$ cat config.mk
export PLATFORM = sky130hd
export DESIGN_NAME = seg7_scan
export DESIGN_NICKNAME = d
export VERILOG_FILES = /design/src/rtl/seg_pkg.sv /design/src/rtl/seg7_decode.sv /design/src/rtl/seg7_scan.sv
export SDC_FILE = /design/constraint.sdc
export NUM_CORES = 1
export LEC_CHECK = 0
export ABC_AREA = 1
export CAP_MARGIN = 20
export CORE_ASPECT_RATIO = 0.5
export CORE_MARGIN = 8
export CORE_UTILIZATION = 40
export CTS_CLUSTER_SIZE = 8
export DETAILED_ROUTE_END_ITERATION = 8
export GPL_TIMING_DRIVEN = 0
export PLACE_DENSITY = 0.56
export SKIP_CTS_REPAIR_TIMING = 1
export SLEW_MARGIN = 20
export SYNTH_ARGS = -nofsm -noshare
export SYNTH_HDL_FRONTEND = slang
export SYNTH_SLANG_ARGS = --single-unit
$ cat constraint.sdc
create_clock -name board_ck -period 3.2 [get_ports board_ck]
set_clock_uncertainty 0.1 [all_clocks]
set_input_delay 0.48 -clock board_ck [delete_from_list [all_inputs] [get_ports board_ck]]
set_output_delay 0.48 -clock board_ck [all_outputs]
set_load 0.02 [all_outputs]
$ cat src/rtl/seg_pkg.sv
// Shared definitions for the seven-segment display blocks: segment word type,
// digit count and the hex glyph table in {g,f,e,d,c,b,a} bit order.
package seg_pkg;

    typedef logic [7:0] seg_t;

    localparam int NUM_DIGITS = 4;

    localparam logic [6:0] HEX_PAT [16] = '{
        7'h3F, 7'h06, 7'h5B, 7'h4F,
        7'h66, 7'h6D, 7'h7D, 7'h07,
        7'h7F, 7'h6F, 7'h77, 7'h7C,
        7'h39, 7'h5E, 7'h79, 7'h71
    };

endpackage

$ cat src/rtl/seg7_decode.sv
// Combinational hex-nibble to seven-segment glyph decoder (full 0-F set).
// Shared with the board-level status display.
module seg7_decode
    import seg_pkg::*;
(
    input  logic [3:0] nibble,
    output logic [6:0] pattern
);

    // Table lookup of the glyph for the selected nibble
    always_comb begin
        pattern = HEX_PAT[nibble];
    end

endmodule

$ cat src/rtl/seg7_scan.sv
// Four-digit multiplexed seven-segment scan driver. A 16-bit word from the
// core is shadowed on load and copied to the display register only at frame
// boundaries so a frame never tears. Each digit slot begins with a blank
// window to suppress ghosting; the decimal points mirror the core halt level.
module seg7_scan
    import seg_pkg::*;
#(
    parameter int SCAN_DIV = 50000,
    parameter int BLANK    = 500
) (
    input  logic        board_ck,
    input  logic        rst,
    input  logic [15:0] value,
    input  logic        load,
    input  logic        halt,
    output logic [7:0]  SEG,
    output logic [3:0]  SEG_SEL
);

    localparam int CNT_W = (SCAN_DIV > 2) ? $clog2(SCAN_DIV) : 1;

    logic [CNT_W-1:0] cnt;
    logic [1:0]       digit;
    logic [15:0]      shadow;
    logic [15:0]      disp;

    logic             slot_end;
    logic             frame_end;
    logic             blank_phase;
    logic [3:0]       nibble;
    logic [6:0]       pattern;

    assign slot_end    = (cnt == CNT_W'(SCAN_DIV - 1));
    assign frame_end   = slot_end && (digit == 2'(NUM_DIGITS - 1));
    assign blank_phase = (cnt < CNT_W'(BLANK));
    assign nibble      = disp[{digit, 2'b00} +: 4];

    seg7_decode u_decode (
        .nibble  (nibble),
        .pattern (pattern)
    );

    // Slot timer and digit pointer; digit advances when the slot timer wraps
    always_ff @(posedge board_ck) begin
        if (rst) begin
            cnt   <= '0;
            digit <= '0;
        end else if (slot_end) begin
            cnt   <= '0;
            digit <= digit + 2'd1;
        end else begin
            cnt   <= cnt + CNT_W'(1);
        end
    end

    // Shadow capture on load; display word only refreshed at a frame boundary,
    // taking the incoming value directly when a load lands on that cycle
    always_ff @(posedge board_ck) begin
        if (rst) begin
            shadow <= '0;
            disp   <= '0;
        end else begin
            if (load) begin
                shadow <= value;
            end
            if (frame_end) begin
                disp <= load ? value : shadow;
            end
        end
    end

    // Registered pin drive: blank window forces everything dark, otherwise
    // enable the current digit and show its glyph with halt on the dp
    always_ff @(posedge board_ck) begin
        if (rst) begin
            SEG     <= '0;
            SEG_SEL <= '0;
        end else if (blank_phase) begin
            SEG     <= '0;
            SEG_SEL <= '0;
        end else begin
            SEG     <= seg_t'({halt, pattern});
            SEG_SEL <= 4'(1) << digit;
        end
    end

endmodule

==> impl_metrics.ini <==
[timing]
setup_tns_ps = 0
grt_setup_unrepaired = no
tightest_slew_ps = 499
setup_ws_ps = 1320
drv_slew = 0
maxSlewHeadroom_pct = 66.7
setup_violations = 0
post-route-min-period_ps = 1880
post-route-period-util_pct = 58.7
holdWs_ps = 345
hold_violations = 0
clock.fmax_mhz = 532

[critical_path]
reg2reg_from = digit[1]
cp_max_fo = 8
r2r-end = SEG[5]
worstPathRequired_ps = 3350
worst-setup-path-type = register to register
reg2reg_slack_ps = 1320
arrival_ps = 2030
worst_setup_path_end_kind = register
reg2reg_depth = 11
start_kind = register

[placement]
gp_congestion = 0.814
portBuffers = 30
dpl.hpwl_um = 4730
dpl_cell_area_um2 = 3410
pre_cts_ws_ps = 1090

[grt]
grt_pass1_wl_um = 10700
grt_usage_pct = 12.0
grt_overflow = 0
grt_max_degree = 11
antenna_found_initial = 0
grt_pass1_vias = 2407

[yosys]
synthArstFlopShare_pct = 0
synthTopCellsByCount = nand2_1 (84), dfxtp_1 (62), inv_1 (52), nor2_1 (45), a21oi_1 (28)
yosysUniqueCellTypes = 27
synth_most_common_cell = nand2_1
netlist_instances = 399
ys_warn_count = 0
ys_ff_latch = 62
synth_area_leader_cell = dfxtp_1
ys_seq_area_share_pct = 41.5
syn_area_per_cell_um2 = 7.49
synth_edf_count = 0
synth_fp_nets = 428
synth_area_um2 = 2990
synth_top_cells_by_area = dfxtp_1 (42%), nand2_1 (11%), inv_1 (6.5%)
synth_top_area_share_pct = 41.5
synth_flop_cell = dfxtp_1

[final_layout]
fillers = 733
drive_gt1_share_pct = 11.0
nNetsFinal = 469
fin_area_um2 = 3710
area_delta_synth_final_pct = 24.2
antenna_cells = 0

[drt]
route.vias.total = 2561
wl_per_cell_um = 11.4
first_pass_iters = 4
drt_iter0_drc = 103
routed_via_density = 4.73
routed_wl_um = 6160
drc = 0
postRouteAntennaNets = 0

[die]
fp.dieH_um = 77.1
die_x_um = 138
die-area_um2 = 10700
ios = 32
num_rows = 22
start_util_pct = 41.0
core_um2 = 7290

[clocking]
cts_buffers = 9
cts_sinks = 62
cts_tree = done
root_buffer = clkbuf_16
clk-insertion-delay-late_ps = 330
clkTransAtPathRegs_ps = 50
ctsHtreeMaxLevel = 3
cts_max_path_buffers = 2

[status]
status = complete, no violations

[min_path]
min_to = cnt[0]
holdCritStartpoint = cnt[0]
min_delay_path_depth = 1
hold_class = register to register

[job]
max-cap-violations = 0

[power_and_ir_drop]
worst_ir_drop_vdd_v = 0.000248
p_per_area_nw_per_um2 = 499
leakage_uw = 0.00166
[worst max-delay path: stages (launching register included)]
cell and delay [ps]:
dfxtp_1 320, buf_6 130, inv_1 160, nand3_1 110, nand2_1 190, inv_1 120, ha_1 230, inv_1 50
nand3_1 120, nand2_1 100, nand2_1 50, a21oi_1 130
[logic make-up (layout without fill, tap and decap cells)]
group,Yosys count,count (layout),share of synthesized area (%)
flops,62,62,41.5
compound gates,48,48,9.46
buf+inv,71,117,10.4
fa+ha+maj,9,9,3.77
xor+xnor,7,7,2.05
simple gates,202,202,32.8
[report_power, final]
group	internal, µW	total (µW)	leakage, µW	switching, µW
registers	790	796	0.000504	5.65
logic	44.6	89.4	0.00100	44.7
clock network	640	967	0.000152	327
[layout make-up]
cell class / count / area [µm²] / area share [%]
buffer: 15 / 100 / 2.70
clock buffer: 12 / 256 / 6.91
clock inverter: 4 / 45.0 / 1.21
inverter: 56 / 210 / 5.66
multi-input combinational: 266 / 1440 / 38.7
sequential: 62 / 1240 / 33.4
tap: 96 / 120 / 3.24
timing repair buffer: 30 / 300 / 8.09
[how the worst max path moves through the flow]
stage             start  endpoint  cells past startpoint
2_1_floorplan  digit[1]    SEG[5]                     11
3_3_place_gp       load  disp[13]                      6
3_5_place_dp       load  disp[13]                      6
4_1_cts        digit[1]    SEG[5]                     11
5_1_grt        digit[0]    SEG[6]                     11
6_report       digit[1]    SEG[5]                     11
[registers in the layout (all words and copies together), names as in the netlist]
signal / count
digit: 2
shadow: 16
SEG: 8
SEG_SEL: 4
disp: 16
cnt: 16
[layout by cell type, fill, tap and decap left out]
cell type	Yosys	routed
nor2_1	45	45
clkbuf_1	7	8
nand3b_1	2	2
buf_2	2	2
nor2_8	2	2
buf_6	5	5
nand3_2	2	2
o21a_1	17	17
buf_4	1	1
o21ai_0	3	3
nand2_2	9	9
nor2_4	2	2
nor2_2	1	1
bufinv_16	0	1
xnor2_1	1	1
or2_2	1	1
nand3_1	25	25
inv_2	4	4
clkbuf_16	0	9
nand2_4	4	4
a21oi_1	28	28
xor2_1	6	6
nor3_1	6	6
nand4_1	18	18
nand3_4	1	1
clkbuf_8	0	2
dfxtp_1	62	62
inv_1	52	52
clkdlybuf4s50_1	0	30
ha_1	9	9
clkinv_2	0	3
nand2_1	84	84
[layer usage]
| layer | vias up | global-route usage, % | wire [µm] |
|---|---|---|---|
| met5 | - | 0 | 0 |
| met4 | 0 | 5.17 | 79 |
| met3 | 9 | 4.86 | 301 |
| met2 | 35 | 18.9 | 2820 |
| met1 | 1168 | 14.2 | 2960 |
| li1 | 1349 | - | - |
[metrics by stage]
| step | std cells | util, % | total power [µW] |
|---|---|---|---|
| finish | 541 | 50.9 | 1850 |
| global route | 541 | 50.9 | 1930 |
| CTS | 541 | 50.9 | 1880 |
| detailed placement | 525 | 46.7 | 903 |
| floorplan | 399 | - | 865 |
| global placement | 525 | 46.7 | 900 |
Power figures use the tool's default switching activity.
